===== src/rtl/drum_env_vca.sv =====
// ----------------------------------------------------------------------------
// drum_env_vca
// Per-voice amplitude envelope and VCA for a drum voice. Each sample strobe
// scales the oscillator sample by an attack / exponential-decay envelope that
// a drum hit starts, and emits the shaped sample with a valid pulse.
//
// Parameters
//   THRESH        envelope level below which DECAY ends and the voice goes idle
// Ports
//   clk           system clock
//   rst           synchronous, active-high reset
//   sample_tick   one-cycle audio sample strobe (may repeat every cycle)
//   sin_sample    signed oscillator sample, read on sample_tick
//   trigger       one-cycle drum-hit pulse
//   velocity      hit strength, latched on trigger; 0 ignores the trigger
//   attack_step   envelope increment per tick in ATTACK; 0 = instant attack
//   decay_mult    Q0.16 per-tick decay factor
//   sample_out    signed shaped sample, valid two cycles after its tick
//   sample_valid  one-cycle pulse when sample_out updates
//   active        high while the envelope is not idle
// ----------------------------------------------------------------------------
module drum_env_vca #(
    parameter logic [15:0] THRESH = 16'd16
) (
    input  logic               clk,
    input  logic               rst,
    input  logic               sample_tick,
    input  logic signed [15:0] sin_sample,
    input  logic               trigger,
    input  logic [6:0]         velocity,
    input  logic [15:0]        attack_step,
    input  logic [15:0]        decay_mult,
    output logic signed [15:0] sample_out,
    output logic               sample_valid,
    output logic               active
);

    typedef enum logic [1:0] {
        IDLE,
        ATTACK,
        DECAY
    } state_t;

    state_t      state_q, state_d;
    logic [15:0] env_q, env_d;
    logic [15:0] tgt_q, tgt_d;

    // Pipeline: stage 1 holds the operands, stage 2 the product.
    logic               s1_valid_q;
    logic signed [15:0] s1_samp_q;
    logic [15:0]        s1_env_q;
    logic               s2_valid_q;
    logic signed [31:0] s2_prod_q;

    logic [15:0]        tgt_new;
    logic [16:0]        att_sum;
    logic [31:0]        decay_prod;
    logic [15:0]        decay_env;
    logic signed [31:0] samp_ext;
    logic signed [31:0] env_ext;
    logic signed [31:0] vca_prod;
    logic               unused_bits;

    assign tgt_new    = {velocity, 9'h1FF};
    // 17-bit sum so a large step cannot wrap past the target.
    assign att_sum    = {1'b0, env_q} + {1'b0, attack_step};
    assign decay_prod = {16'h0000, env_q} * {16'h0000, decay_mult};
    assign decay_env  = decay_prod[31:16];

    // |sample * env| < 2^31, so a 32-bit signed product is exact.
    assign samp_ext = 32'(s1_samp_q);
    assign env_ext  = $signed({16'h0000, s1_env_q});
    assign vca_prod = samp_ext * env_ext;

    assign unused_bits = ^{decay_prod[15:0], s2_prod_q[15:0]};

    always_comb begin
        state_d = state_q;
        env_d   = env_q;
        tgt_d   = tgt_q;
        if (trigger && (velocity != 7'd0)) begin
            // A hit overrides the tick's envelope step; env is kept on a
            // retrigger so the attack resumes from the current level.
            tgt_d = tgt_new;
            if (attack_step != 16'd0) begin
                state_d = ATTACK;
            end else begin
                state_d = DECAY;
                env_d   = tgt_new;
            end
        end else if (sample_tick) begin
            case (state_q)
                ATTACK: begin
                    // Also covers env above a lowered target after retrigger.
                    if (att_sum >= {1'b0, tgt_q}) begin
                        env_d   = tgt_q;
                        state_d = DECAY;
                    end else begin
                        env_d = att_sum[15:0];
                    end
                end
                DECAY: begin
                    if (decay_env < THRESH) begin
                        env_d   = '0;
                        state_d = IDLE;
                    end else begin
                        env_d = decay_env;
                    end
                end
                default: begin
                    env_d = '0;
                end
            endcase
        end
    end

    always_ff @(posedge clk) begin
        if (rst) begin
            state_q <= IDLE;
            env_q   <= '0;
            tgt_q   <= '0;
        end else begin
            state_q <= state_d;
            env_q   <= env_d;
            tgt_q   <= tgt_d;
        end
    end

    always_ff @(posedge clk) begin
        if (rst) begin
            s1_valid_q <= 1'b0;
            s1_samp_q  <= '0;
            s1_env_q   <= '0;
            s2_valid_q <= 1'b0;
            s2_prod_q  <= '0;
        end else begin
            s1_valid_q <= sample_tick;
            if (sample_tick) begin
                s1_samp_q <= sin_sample;
                s1_env_q  <= env_q;
            end
            s2_valid_q <= s1_valid_q;
            if (s1_valid_q) begin
                s2_prod_q <= vca_prod;
            end
        end
    end

    // Upper half of the product is the arithmetic >>>16 (floor toward -inf).
    assign sample_out   = s2_prod_q[31:16];
    assign sample_valid = s2_valid_q;
    assign active       = (state_q != IDLE);

endmodule


===== config.mk =====
export PLATFORM = sky130hd
export DESIGN_NAME = drum_env_vca
export DESIGN_NICKNAME = d
export VERILOG_FILES = /design/src/rtl/drum_env_vca.sv
export SDC_FILE = /design/constraint.sdc
export NUM_CORES = 1
export LEC_CHECK = 0
export CORE_MARGIN = 5
export CORE_UTILIZATION = 45
export DETAILED_ROUTE_END_ITERATION = 10
export PLACE_DENSITY = 0.62
export SYNTH_ARGS = -nofsm -noshare
export SYNTH_HDL_FRONTEND = slang
export SYNTH_SLANG_ARGS = --single-unit

===== constraint.sdc =====
create_clock -name clk -period 17.45 [get_ports clk]
set_input_delay 3.49 -clock clk [delete_from_list [all_inputs] [get_ports clk]]
set_output_delay 3.49 -clock clk [all_outputs]
set_load 0.05 [all_outputs]

; Yosys cells after proc, flatten, opt, wreduce, memory -nomap -nowiden
; Cells that the tools add are included.
[totals]
regBits = 100
latch_bits = 0
mem_bits_rw = 0
mem_bits_ro = 0
input_bits = 59
elab_cells = 38
memories = 0
[op_classes]
addsub = 1
multipliers = 2
div_mod_pow = 0
magnitude_cmp = 2
n_eq_ne = 5
shift = 0
muxes = 12
n_bitwise = 0
n_reduce_logical = 8
[op_table]
columns = operator, n
row1 = 2-to-1 mux 16 bit, 5
row2 = multiplier 16 x 16 -> 32 bit, 1
row3 = multiplier 16 x 17 -> 32 bit, 1
row4 = case mux 16 bit (2 select lines), 1
row5 = adder 16 x 16 -> 17 bit, 1
row6 = >= comparator 17 x 16 -> 1 bit, 1
row7 = less-than comparator 16 x 5 -> 1 bit (second input constant), 1
row8 = nonzero test 16 bit, 1
row9 = 2-to-1 mux 2 bit, 5
row10 = nonzero test 7 bit, 1
row11 = != test 3 bit (second input constant), 2
row12 = case mux 2 bit (2 select lines), 1
row13 = AND reduction 4 bit, 1
row14 = nonzero test 2 bit, 2
row15 = nonzero test 3 bit, 1
row16 = == test 2 x 1 -> 1 bit (second input constant), 1
row17 = == test 2 bit (second input constant), 1
row18 = != test 2 bit (second input constant), 1
row19 = AND reduction 2 bit, 1
row20 = logical AND 1 bit, 1

; Longest topological paths before layout
[logic_depth]
word_depth = 6
mapped_depth = 26
depth_no_buf = 24

; Least setup slack after synthesis
; OpenSTA, ideal clock, no wires.
[synth_path]
path_kind = input -> register
from = input decay_mult[1]
to = register state_q[1]
setup_ps = 121
arrival_time_ps = 9399
path_slack_ps = 7930
path_stages = 22
path_buffers = 1
cell_sequence = clkbuf_1 > nand2_1 > fa_1 > fa_1 > fa_1 > fa_1 > inv_1 > fa_1 > inv_1 > fa_1 > inv_1 > ha_1 > nand3_2 > or3_4 > o221ai_4 > o31ai_2 > o311a_1 > nor3_2 > xnor2_1 > nand4_1 > nor4_1 > nor2_1
[synth_between]
elab_chain_cells = 4
[synth_rtl]
columns = item, line
row1 = start: declaration, 32  ; input logic [15:0] decay_mult,
row2 = multiplier 16 x 16 -> 32 bit, 67  ; assign decay_prod = {16'h0000, env_q} * {16'h0000, decay_mult};
row3 = less-than comparator 16 x 5 -> 1 bit, 103  ; if (decay_env < THRESH) begin
row4 = != test 3 bit (no source line), --
row5 = AND reduction 4 bit (no source line), --
row6 = end signal: assignment, 123  ; state_q <= state_d;
row7 = end: declaration, 44  ; state_t state_q, state_d;
; Every way passes these cells.
; A chain may end at the register's enable or synchronous reset.

; Final worst setup path
[layout_path]
from = input decay_mult[4]
to = register state_q[1]
; The elaborated chain is that of the path after synthesis.

==> qor.log <==
INFO  status         outcome=completed
INFO  grt            antenna_found_initial=0
INFO  timing         final_critical_path_setup_slack=7.01ns
INFO  logic_synthesis synth_top_family_by_area=adder cells
INFO  timing         clock-skew-final=0.0133ns
INFO  cells_and_area layout-drive-gt1-share=0.0272
INFO  logic_synthesis synth_seq_area_share=0.0735
INFO  grt            groute.usage.overall=0.214
INFO  route          post-route-drc-count=0
INFO  grt            grt_use_met1=0.302
INFO  worst_setup_path crit_path_frequent_cell=sky130_fd_sc_hd__fa_1
INFO  logic_synthesis synth-compound-area-share=0.0780
INFO  placed_design  quantity_of_i_o_buffers_inserted_on_ports=76
INFO  min_path       min_path_cells=2
INFO  placed_design  post_dp_area=22000um2
INFO  timing         hold_viol_final=0
INFO  floorplan      die_outline_area=50400um2
INFO  worst_setup_path cp_slowest_stage_delay=0.75ns
INFO  logic_synthesis yosysUniqueCellTypes=80
INFO  grt            global_route.overflow_total=0
INFO  logic_synthesis synth_flop_cell=sky130_fd_sc_hd__dfxtp_1
INFO  power          power.total=1130uW
INFO  route          drt_first_pass_iters=5
INFO  worst_setup_path crit_buf_inv=5
INFO  timing         post_route_clock_period_utilization=0.598
INFO  logic_synthesis syn_area=20700um2
INFO  floorplan      die-width=225um
INFO  cells_and_area final_instance_area=22300um2
INFO  route          drt-vias-per-instance=5.32
INFO  logic_synthesis synth_adder_area_share=0.525
INFO  clock_tree     tritoncts_clock_tree=yes
INFO  worst_setup_path worst_path_dominant_cell_family=adder cells
INFO  logic_synthesis post_synth_xor_area_fraction=0.0208
INFO  worst_setup_path cp.arrival=10.68ns
INFO  clock_tree     number_of_buffers_added_by_the_clock_tree_synthesis_step=9
INFO  worst_setup_path critical_path.slowest_cell=sky130_fd_sc_hd__clkdlybuf4s50_1
INFO  logic_synthesis postSynthNetCount=3076
INFO  route          wl_per_cell=17.6um
INFO  clock_tree     post_cts_resize_count=0
INFO  worst_setup_path crit_fanout=16
INFO  logic_synthesis synth-seq-cells=76
INFO  grt            met2_usage=0.360
INFO  timing         worst_max_slew_margin_expressed_relative_to_the_limit=0.280
INFO  clock_tree     cts-hold-fix-buffers=0
INFO  logic_synthesis synthDominantCellAreaShare=0.374
INFO  clock_tree     cts_sinks=76
INFO  worst_setup_path path_depth=23
INFO  route          drt_first_iter_violations=974
INFO  timing         period_needed=10.44ns
INFO  run            max-cap-violations=0
INFO  floorplan      floorplan.core_area=45500um2
INFO  timing         worstMarginPinSlew=1.08ns
INFO  logic_synthesis synth-async-reset-ratio=0
INFO  min_path       hold_class=register to register
INFO  clock_tree     cts.root.buffer_cell=sky130_fd_sc_hd__clkbuf_16
INFO  clock_tree     worst_skew_pair.late_latency=0.36ns
INFO  route          num_vias=15900
INFO  clock_tree     post_cts.repair.setup_buffers=0
INFO  worst_setup_path cp_cell_sequence=clkdlybuf4s50_1 -> and2_1 -> fa_1 -> inv_1 -> fa_1 -> fa_1 -> inv_1 -> fa_1 -> fa_1 -> inv_1 -> fa_1 -> inv_1 -> ha_1 -> nand2_1 -> nor4_2 -> a221oi_1 -> nor3_1 -> a211o_1 -> o2111ai_1 -> nor4_1 -> nand4_1 -> nor4_1 -> nor2_1
INFO  logic_synthesis synth_edf_count=0
INFO  power          leakagePower=0.0111uW
INFO  grt            grt.busiest_layer=met2
INFO  worst_setup_path end_kind=register
INFO  logic_synthesis yosys_warnings=0
INFO  placed_design  place_worst_setup_slack=6.70ns
INFO  logic_synthesis area_share_of_and_or_nand_nor_cells_after_synthesis=0.174
INFO  clock_tree     cts-root-to-sink-buffers=2
INFO  timing         timing.final.max_slew_violations=0
INFO  grt            first_global_vias=16900
INFO  power          power_density=50.6nW/um2
INFO  logic_synthesis synthCells=2380
INFO  power          irDropWorstVdd=0.0440mV
INFO  logic_synthesis synthMuxAreaShare=0.0210
INFO  route          drtAntennaViolNets=0
INFO  worst_setup_path critPathLaunchType=input port
INFO  grt            grt_max_degree=65
INFO  logic_synthesis synth_top_area_cell=sky130_fd_sc_hd__fa_1
INFO  cells_and_area insertedDiodeCount=0
INFO  worst_setup_path criticalPathCategory=input port to register
INFO  grt            grt_first_pass_wirelength=87200um
INFO  timing         hold-worst-slack=0.464ns
INFO  placed_design  global_placer_s_final_weighted_congestion=0.895
INFO  logic_synthesis synth_area_per_cell=8.70um2
INFO  floorplan      floorplan.rows=78
INFO  timing         achievable-frequency=95.8MHz
INFO  timing         setup_viol=0
INFO  floorplan      start_util=0.455
INFO  cells_and_area most_common_library_cell_in_the_layout_ignoring_fill_and_taps=sky130_fd_sc_hd__inv_1
INFO  logic_synthesis post_synth_main_area_contributors=sky130_fd_sc_hd__fa_1 (37%), sky130_fd_sc_hd__ha_1 (15%), sky130_fd_sc_hd__inv_1 (8.9%)
INFO  cells_and_area areaGrowthSynthToFinish=7.73%
INFO  worst_setup_path timing.reg2reg.worst_path_depth=21
INFO  floorplan      io-pin-count=77
INFO  clock_tree     htreeDepth=3
INFO  timing         sum_neg_setup_slack=0ns
INFO  placed_design  dp.final_hpwl=42200um
INFO  floorplan      die_y=225um
INFO  clock_tree     clkSlewWorstSetupHoldPaths=0.07ns
INFO  timing         grt_setup_unrepaired=no
INFO  worst_setup_path cp.required=17.70ns
INFO  grt            gr-usage-met3=0.0245
INFO  route          totalWireLength=52500um
INFO  cells_and_area final_cell_mix=sky130_fd_sc_hd__inv_1 (492), sky130_fd_sc_hd__fa_1 (387), sky130_fd_sc_hd__nand2_1 (331), sky130_fd_sc_hd__ha_1 (250), sky130_fd_sc_hd__and2_1 (211)
INFO  cells_and_area nNetsFinal=3082
## final timing paths
check | from | to | slack (ns)
setup / recovery | decay_mult[4] | state_q[1]$_SDFFE_PP0P_ | 7.01
hold / removal | tgt_q[12]$_SDFFE_PP0P_ | tgt_q[12]$_SDFFE_PP0P_ | 0.46
setup reg to reg | env_q[8]$_SDFFE_PP0P_ | state_q[1]$_SDFFE_PP0P_ | 10.08
hold reg to reg | tgt_q[12]$_SDFFE_PP0P_ | tgt_q[12]$_SDFFE_PP0P_ | 0.46
## state kept, by name, summed over array words and instances, names as in the netlist
signal,count
env_q,16
s1_samp_q,16
s2_prod_q,16
tgt_q,8
s1_env_q,16
s1_valid_q,1
sample_valid,1
state_q,2
## tightest hold or removal path: cells and delay by family (launching register included)
family / cells / cell delay, ns
flip-flops: 1 / 0.31
AO/OA/AOI/OAI: 1 / 0.06
AND/OR/NAND/NOR: 1 / 0.05
## power by group
group	total, uW	switching (uW)	internal [uW]
Sequential	215	32.6	183
Combinational	711	432	279
Clock	203	82.7	120
Total	1130	547	582
## synth_stat cells, types with 3 or more instances
cell type                     n
sky130_fd_sc_hd__a31oi_1      5
sky130_fd_sc_hd__o22ai_1      5
sky130_fd_sc_hd__and3_1       9
sky130_fd_sc_hd__o21bai_1     6
sky130_fd_sc_hd__o21ai_0     39
sky130_fd_sc_hd__xnor2_1     31
sky130_fd_sc_hd__ha_1       250
sky130_fd_sc_hd__buf_1        4
sky130_fd_sc_hd__o31ai_1      3
sky130_fd_sc_hd__and4_1       6
sky130_fd_sc_hd__clkbuf_1    97
sky130_fd_sc_hd__nand4_1      7
sky130_fd_sc_hd__and2_1     211
sky130_fd_sc_hd__o211ai_1    11
sky130_fd_sc_hd__o2111ai_1    3
sky130_fd_sc_hd__nor4_1       7
sky130_fd_sc_hd__nor2_1      85
sky130_fd_sc_hd__a21o_1      28
sky130_fd_sc_hd__a211o_1      3
sky130_fd_sc_hd__nor3_1      19
sky130_fd_sc_hd__fa_1       387
sky130_fd_sc_hd__xor2_1      15
sky130_fd_sc_hd__a211oi_1    10
sky130_fd_sc_hd__a221oi_1     3
sky130_fd_sc_hd__mux2i_1     39
sky130_fd_sc_hd__dfxtp_1     76
sky130_fd_sc_hd__a21oi_1     73
sky130_fd_sc_hd__nand3_1     14
sky130_fd_sc_hd__o21a_1      13
sky130_fd_sc_hd__or2_2        4
sky130_fd_sc_hd__o21ai_1      4
sky130_fd_sc_hd__mux2_2       4
sky130_fd_sc_hd__nand2_1    331
sky130_fd_sc_hd__or3_1        3
sky130_fd_sc_hd__nor2b_1      5
sky130_fd_sc_hd__inv_1      492
sky130_fd_sc_hd__nand2b_1    24
sky130_fd_sc_hd__nor3b_1      4
sky130_fd_sc_hd__o311ai_0     3
## stage by stage
step,cells,util
after floorplan,2380,-
after global placement,2975,0.484
after detailed placement,2975,0.484
after CTS,2991,0.491
after global routing,2991,0.491
final,2991,0.491
## routing by layer
layer	up-vias	wire, um
li1	7340	-
met1	8090	23400
met2	429	25600
met3	64	2540
met4	0	977
met5	-	0
## logic make-up after synthesis
kind of cell | after synthesis
AND/OR/NAND/NOR | 740
adder cells (fa/ha/maj) | 637
buffers and inverters | 595
AO/OA/AOI/OAI | 242
flip-flops | 76
XOR/XNOR | 47
multiplexers | 43
## cell type report
type                       instances  area, um2
sequential                        76       1520
clock inverter                     4       55.1
timing repair buffer              98        916
multi-input combinational       1709      17000
inverter                         492       1850
tap                              600        751
clock buffer                      12        256
fill                            4396      23200
(Power assumes the default switching activity.)
